### config.mk
export PLATFORM = sky130hd
export DESIGN_NAME = bus_initiator
export DESIGN_NICKNAME = d
export VERILOG_FILES = /design/src/rtl/bus_initiator_pkg.sv /design/src/rtl/bus_initiator_wdog.sv /design/src/rtl/bus_initiator.sv
export SDC_FILE = /design/constraint.sdc
export NUM_CORES = 1
export LEC_CHECK = 0
export ABC_CLOCK_PERIOD_IN_PS = 2250
export CORE_MARGIN = 5
export CORE_UTILIZATION = 35
export CTS_BUF_LIST = sky130_fd_sc_hd__clkbuf_8
export DETAILED_ROUTE_END_ITERATION = 16
export PLACE_DENSITY = 0.7
export SYNTH_ARGS = -nofsm -noshare
export SYNTH_HDL_FRONTEND = slang
export SYNTH_HIERARCHICAL = 1
export SYNTH_SLANG_ARGS = --single-unit
### constraint.sdc
create_clock -name clk_clk -period 2.25 [get_ports clk_clk]
set_input_delay 0.45 -clock clk_clk [delete_from_list [all_inputs] [get_ports clk_clk]]
set_output_delay 0.45 -clock clk_clk [all_outputs]
set_load 0.005 [all_outputs]
### src/rtl/bus_initiator_pkg.sv
// Shared types and constants for the bus initiator.
// Optional watchdog is enabled by defining BUS_INITIATOR_TIMEOUT_EN.
package bus_initiator_pkg;

  typedef enum logic [1:0] {
    IDLE = 2'd0,
    REQ  = 2'd1,
    RESP = 2'd2
  } state_t;

  localparam logic RW_READ  = 1'b1;
  localparam logic RW_WRITE = 1'b0;

  localparam int ADDR_W_DEF = 19;
  localparam int DATA_W_DEF = 16;

endpackage

### src/rtl/bus_initiator_wdog.sv
// Acknowledge watchdog: counts cycles while enabled; expired is high during
// the TIMEOUT-th enabled cycle so the FSM can abort at the end of it.
module bus_initiator_wdog #(
  parameter int TIMEOUT = 15
) (
  input  logic clk,
  input  logic rst,
  input  logic clear,
  input  logic enable,
  output logic expired
);

  localparam logic [7:0] LAST = 8'(TIMEOUT - 1);

  logic [7:0] cnt;

  assign expired = enable && (cnt == LAST);

  always_ff @(posedge clk or posedge rst) begin
    if (rst)                      cnt <= '0;
    else if (clear)               cnt <= '0;
    else if (enable && !expired)  cnt <= cnt + 8'd1;
  end

endmodule

### src/rtl/bus_initiator.sv
// Single-outstanding command-to-bus initiator (IDLE/REQ/RESP), registered outputs.
// Define BUS_INITIATOR_TIMEOUT_EN to add the acknowledge watchdog.
module bus_initiator
  import bus_initiator_pkg::*;
#(
  parameter int ADDR_W  = ADDR_W_DEF,
  parameter int DATA_W  = DATA_W_DEF,
  parameter int TIMEOUT = 15
) (
  input  logic                clk_clk,
  input  logic                reset_reset,
  input  logic                cmd_valid,
  output logic                cmd_ready,
  input  logic                cmd_rw,
  input  logic [ADDR_W-1:0]   cmd_address,
  input  logic [DATA_W/8-1:0] cmd_byte_enable,
  input  logic [DATA_W-1:0]   cmd_wdata,
  output logic                rsp_valid,
  input  logic                rsp_ready,
  output logic [DATA_W-1:0]   rsp_data,
  output logic                rsp_error,
  output logic [ADDR_W-1:0]   address,
  output logic                bus_enable,
  output logic [DATA_W/8-1:0] byte_enable,
  output logic                rw,
  output logic [DATA_W-1:0]   write_data,
  input  logic                acknowledge,
  input  logic [DATA_W-1:0]   read_data
);

  localparam int BE_W = DATA_W / 8;

  if (TIMEOUT < 1 || TIMEOUT > 255) begin : g_bad_timeout
    $error("bus_initiator: TIMEOUT must be in 1..255");
  end

  state_t state, state_next;
  logic   expired;

`ifdef BUS_INITIATOR_TIMEOUT_EN
  bus_initiator_wdog #(.TIMEOUT(TIMEOUT)) u_wdog (
    .clk     (clk_clk),
    .rst     (reset_reset),
    .clear   (state != REQ),
    .enable  (state == REQ),
    .expired (expired)
  );
`else
  assign expired = 1'b0;
`endif

  logic              cmd_ready_d, bus_enable_d, rsp_valid_d, rw_d, rsp_error_d;
  logic [ADDR_W-1:0] address_d;
  logic [BE_W-1:0]   byte_enable_d;
  logic [DATA_W-1:0] write_data_d, rsp_data_d;

  always_ff @(posedge clk_clk or posedge reset_reset) begin
    if (reset_reset) state <= IDLE;
    else             state <= state_next;
  end

  always_comb begin
    state_next = state;
    unique case (state)
      IDLE:    if (cmd_valid && cmd_ready)     state_next = REQ;
      REQ:     if (acknowledge || expired)     state_next = RESP;
      RESP:    if (rsp_valid && rsp_ready)     state_next = IDLE;
      default:                                 state_next = IDLE;
    endcase
  end

  // Next values of the output registers; the bus is parked as an idle read
  // whenever the next state is not REQ.
  always_comb begin
    cmd_ready_d   = (state_next == IDLE);
    bus_enable_d  = (state_next == REQ);
    rsp_valid_d   = (state_next == RESP);
    address_d     = '0;
    byte_enable_d = '0;
    rw_d          = RW_READ;
    write_data_d  = '0;
    rsp_data_d    = '0;
    rsp_error_d   = 1'b0;
    if (state_next == REQ) begin
      if (state == IDLE) begin
        address_d     = cmd_address;
        byte_enable_d = cmd_byte_enable;
        rw_d          = cmd_rw;
        write_data_d  = cmd_wdata;
      end else begin
        address_d     = address;
        byte_enable_d = byte_enable;
        rw_d          = rw;
        write_data_d  = write_data;
      end
    end
    if (state == REQ && state_next == RESP) begin
      // Ack wins over a simultaneous watchdog expiry.
      rsp_data_d = (acknowledge && rw == RW_READ) ? read_data : '0;
`ifdef BUS_INITIATOR_TIMEOUT_EN
      rsp_error_d = !acknowledge;
`endif
    end else if (state == RESP && state_next == RESP) begin
      rsp_data_d  = rsp_data;
      rsp_error_d = rsp_error;
    end
  end

  always_ff @(posedge clk_clk or posedge reset_reset) begin
    if (reset_reset) begin
      cmd_ready   <= 1'b0;
      bus_enable  <= 1'b0;
      rsp_valid   <= 1'b0;
      address     <= '0;
      byte_enable <= '0;
      rw          <= RW_READ;
      write_data  <= '0;
      rsp_data    <= '0;
      rsp_error   <= 1'b0;
    end else begin
      cmd_ready   <= cmd_ready_d;
      bus_enable  <= bus_enable_d;
      rsp_valid   <= rsp_valid_d;
      address     <= address_d;
      byte_enable <= byte_enable_d;
      rw          <= rw_d;
      write_data  <= write_data_d;
      rsp_data    <= rsp_data_d;
      rsp_error   <= rsp_error_d;
    end
  end

endmodule

== Word level (Yosys, flattened, before mapping) ==
Index checks and enable logic that the tools add are counted.

* Register bits: 60
* Input bits: 59
* Output and inout port bits: 58
* Word-level logic and storage cells: 40

* Equal/unequal tests: 6
* Multiplexer cells: 17
* Reductions and logical operators: 7

{| class="wikitable"
|+ Operator list
! kind !! count
|-
| 16-bit 2-to-1 mux || 5
|-
| 19-bit 2-to-1 mux || 2
|-
| 2-bit 2-to-1 mux || 5
|-
| 2-bit case mux with 3 select lines || 1
|-
| 1-bit logical AND || 5
|-
| 2-bit by 1-bit == test with 1-bit output, second input constant || 2
|-
| 2-bit == test, second input constant || 2
|-
| 2-bit logical NOT || 2
|-
| 1-bit 2-to-1 mux || 4
|-
| 2-bit by 1-bit != test with 1-bit output, second input constant || 1
|-
| 2-bit != test, second input constant || 1
|}

== Logic depth before layout (Yosys ltp) ==
* Depth after elaboration: 7
* Depth in mapped cells: 5

== Worst setup path after synthesis ==
OpenSTA, ideal clock, no wires.

* Path kind: input-to-reg
* From: input rsp_ready
* To: register rsp_data[3]
* Arrival: 1.105 ns
* Required time: 2.149 ns
* Path slack: 1.044 ns
* Stages: 4
* Cell sequence: and2_1 -> buf_2 -> buf_2 -> o32ai_1

* Word-level cells in the longest chain between the ends: 6

{| class="wikitable"
|+ Ends and longest elaborated chain
! element !! RTL line !! source
|-
| start, declared || bus_initiator.sv:19 || <nowiki>input logic rsp_ready,</nowiki>
|-
| 1-bit logical AND (*) || bus_initiator.sv:67 || <nowiki>RESP: if (rsp_valid && rsp_ready) state_next = IDLE;</nowiki>
|-
| 2-bit 2-to-1 mux (*) || bus_initiator.sv:67 ||
|-
| 2-bit case mux with 3 select lines (*) || bus_initiator.sv:64 || <nowiki>unique case (state)</nowiki>
|-
| 2-bit == test (*) || bus_initiator.sv:97, bus_initiator.sv:103 ||
|-
| 1-bit logical AND (on tied branches) || bus_initiator.sv:97, bus_initiator.sv:103 ||
|-
| 2-bit != test (no source line) / 16-bit 2-to-1 mux (equally long branches) || - ||
|-
| end signal, assigned || bus_initiator.sv:128 || <nowiki>rsp_data <= rsp_data_d;</nowiki>
|-
| end, declared || bus_initiator.sv:20 || <nowiki>output logic [DATA_W-1:0] rsp_data,</nowiki>
|}

Mark *: on every way between the ends. The rest lies on a longest branch, timed or not.
A chain may end at the register's enable or synchronous reset.

== Final worst setup path ==
* From: register rw
* To: output rw

{| class="wikitable"
|+ RTL lines
! element !! RTL line !! source
|-
| start, declared || bus_initiator.sv:25 || <nowiki>output logic rw,</nowiki>
|-
| start signal, assigned || bus_initiator.sv:126 || <nowiki>rw <= rw_d;</nowiki>
|}

No word-level cell between the ends.

==> reports/results.ini <==
[logic_synthesis]
synthCells = 222
ys_seq_elements = 59
synthXorXnorAreaFrac_pct = 0
syn-cell-area_um2 = 2760
synth.distinct_cells = 24
synthesis.nets = 281
synthAdderAreaFrac_pct = 0
synth_top_area_share_pct = 52.6
synth-compound-area-share_pct = 20.1
yosys.area.top_type = dfrtp_1
ys.warnings.count = 6
synthTopCellsByArea = dfrtp_1 (53%), mux2i_1 (13%), a211oi_1 (7.9%), inv_1 (4.5%), o32ai_2 (4.1%)
synth_top_family_by_area = compound AO/OA/AOI/OAI gates
syn_area_per_cell_um2 = 12.4
synth.area.mux_share_pct = 13.4
yosys.area_share.simple_pct = 2.72
yosysSeqAreaShare_pct = 53.6

[routing]
postRouteAntennaNets = 0
drtIter0Drc = 68
vias_per_cell = 4.76
vias = 2099
drt_wl_total_mm = 6.74
drc = 0
dr.pass1.iters = 4
post_drt_wl_per_cell_um = 15.3

[setup_path]
cp.arrival_ps = 1400
path_class = flop to output pin
rr_worst_depth = 2
r2r_setup_slack_ps = 790
crit_family = flip-flops
cp_num_cells = 1
r2r_end = write_data[11]
crit_chain = clkdlybuf4s50_1
path_buf_inv = 1
crit_start = rw
timing.rr.start = state[0]
critPathSlowestCell = dfstp_2
critPathMaxStageDelay_ps = 550
crit_fanout = 3
critPathRequiredTime_ps = 1800
critPathLaunchType = flop
cp-end-kind = output pin

[global_routing]
gr-total-overflow = 0
grt_max_degree = 60
grt_antenna_before_repair = 0
grt_usage_pct = 13.9
grt_pass1_vias = 2212
grt_pass1_wl_mm = 11.1

[timing]
period_needed_ps = 1850
fin_skew_ps = 8.55
fin_crit_sh_pct = 82.1
hold_viol_final = 0
rsz0062_at_grt = false
worstMarginPinSlew_ps = 508
worst_slack_ps = 402
tns_ps = 0
maxSlewViolCount = 0
setup_viol = 0
fin_hold_ws_ps = 517
relSlewSlack_pct = 66.1
max_freq_mhz = 541

[clock_tree]
ctsResizeCount = 0
cts_inserted_buffers = 9
clock_latency_ps = 320
cts_sinks = 59
ctsHoldBuffers = 0
clock_path_buffers = 2
cts-root-buf = clkbuf_8
clkTransAtPathRegs_ps = 60
cts_tree = done
htreeDepth = 3
post_cts.repair.setup_buffers = 0

[placed_design]
dp_hpwl_mm = 4.87
place_congestion = 0.735
io_buffer_count = 115
dp_cells = 425
placed_area_um2 = 3990
dpl_worst_slack_ps = 294

[layout]
drive_gt1_share_pct = 13.3
layout_common_cells = clkdlybuf4s50_1 (115), dfrtp_1 (57), mux2i_1 (37), inv_1 (34), a211oi_1 (29)
fin_cells = 441
final_common_cell = clkdlybuf4s50_1
design_area_um2 = 4180
fin_util_pct = 54.4
area_delta_synth_final_pct = 51.5
finalNetCount = 393
insertedDiodeCount = 0

[power]
p_leak_nw = 1.73
p_per_area_nw_per_um2 = 1040
power_mw = 4.34
peakVddDrop_v = 0.000500

[flow_run]
cap_viol_max_count = 0

[die]
die_w_um = 98.8
rows = 32
core_area_um2 = 7690
fp.dieH_um = 98.8
num_io_pins = 117
design.die.area_um2 = 9760
start_util_pct = 35.9

[worst_hold_path]
hp-class = input pin to async pin

[run_status]
outcome = completed

-- worst min-delay path, delay by kind of cell --
family	cells	cell delay (ps)
buffers and inverters	3	770
-- how the worst max path moves through the flow --
stage	to	slack, ps
4_1_cts	rw	370
2_1_floorplan	address[0]	350
3_3_place_gp	address[3]	390
3_5_place_dp	write_data[11]	290
5_1_grt	rw	320
6_report	rw	400
-- synthesized netlist by cell type --
library cell and number:
a21oi_1 3, clkbuf_1 8, a211oi_1 29, nand4b_2 1, inv_1 33, nand3b_4 1
buf_2 6, conb_1 1, o32ai_1 9, o22a_1 1, buf_4 5, nor4bb_1 1
nand2_1 1, mux2i_1 37, and2_1 1, o21bai_1 1, buf_6 5, nand2b_1 2
a211oi_2 8, dfrtp_1 58, o32ai_2 7, nor3b_1 1, dfstp_2 1, o22ai_1 2
-- area by class of cell --
class	count	area (µm²)
Sequential cell	59	1480
Clock buffer	13	179
Tap cell	102	128
Timing Repair Buffer	125	1250
Fill cell	677	3510
Clock inverter	3	12.5
Inverter	33	124
Multi-Input combinational cell	106	1010
-- per-layer routing --
layer | up-vias | GRT usage (%) | wire length (µm)
met4 | 0 | 3.15 | 51
met3 | 6 | 7.36 | 761
met1 | 993 | 17.2 | 2920
li1 | 1019 | - | -
met2 | 81 | 21.5 | 3010
met5 | - | 0 | 0
-- state kept, by name, summed over array words and instances (netlist names) --
name and flops:
address 19, rsp_data 16, write_data 16, byte_enable 2
state 2, bus_enable 1, cmd_ready 1, rsp_valid 1
rw 1
-- cell families (layout without fill, tap and decap cells) --
kind of cell / Yosys count / in the layout
multiplexers: 37 / 37
AO/OA/AOI/OAI: 60 / 60
other: 1 / 1
AND/OR/NAND/NOR: 8 / 8
buffers and inverters: 57 / 174
flip-flops: 59 / 59
-- where the power goes --
part	leakage [nW]	internal [mW]	switching (mW)
Clock	0.108	0.511	0.374
Combinational	0.830	1.04	0.871
Sequential	0.795	1.36	0.188
Power figures use the tool's default switching activity.
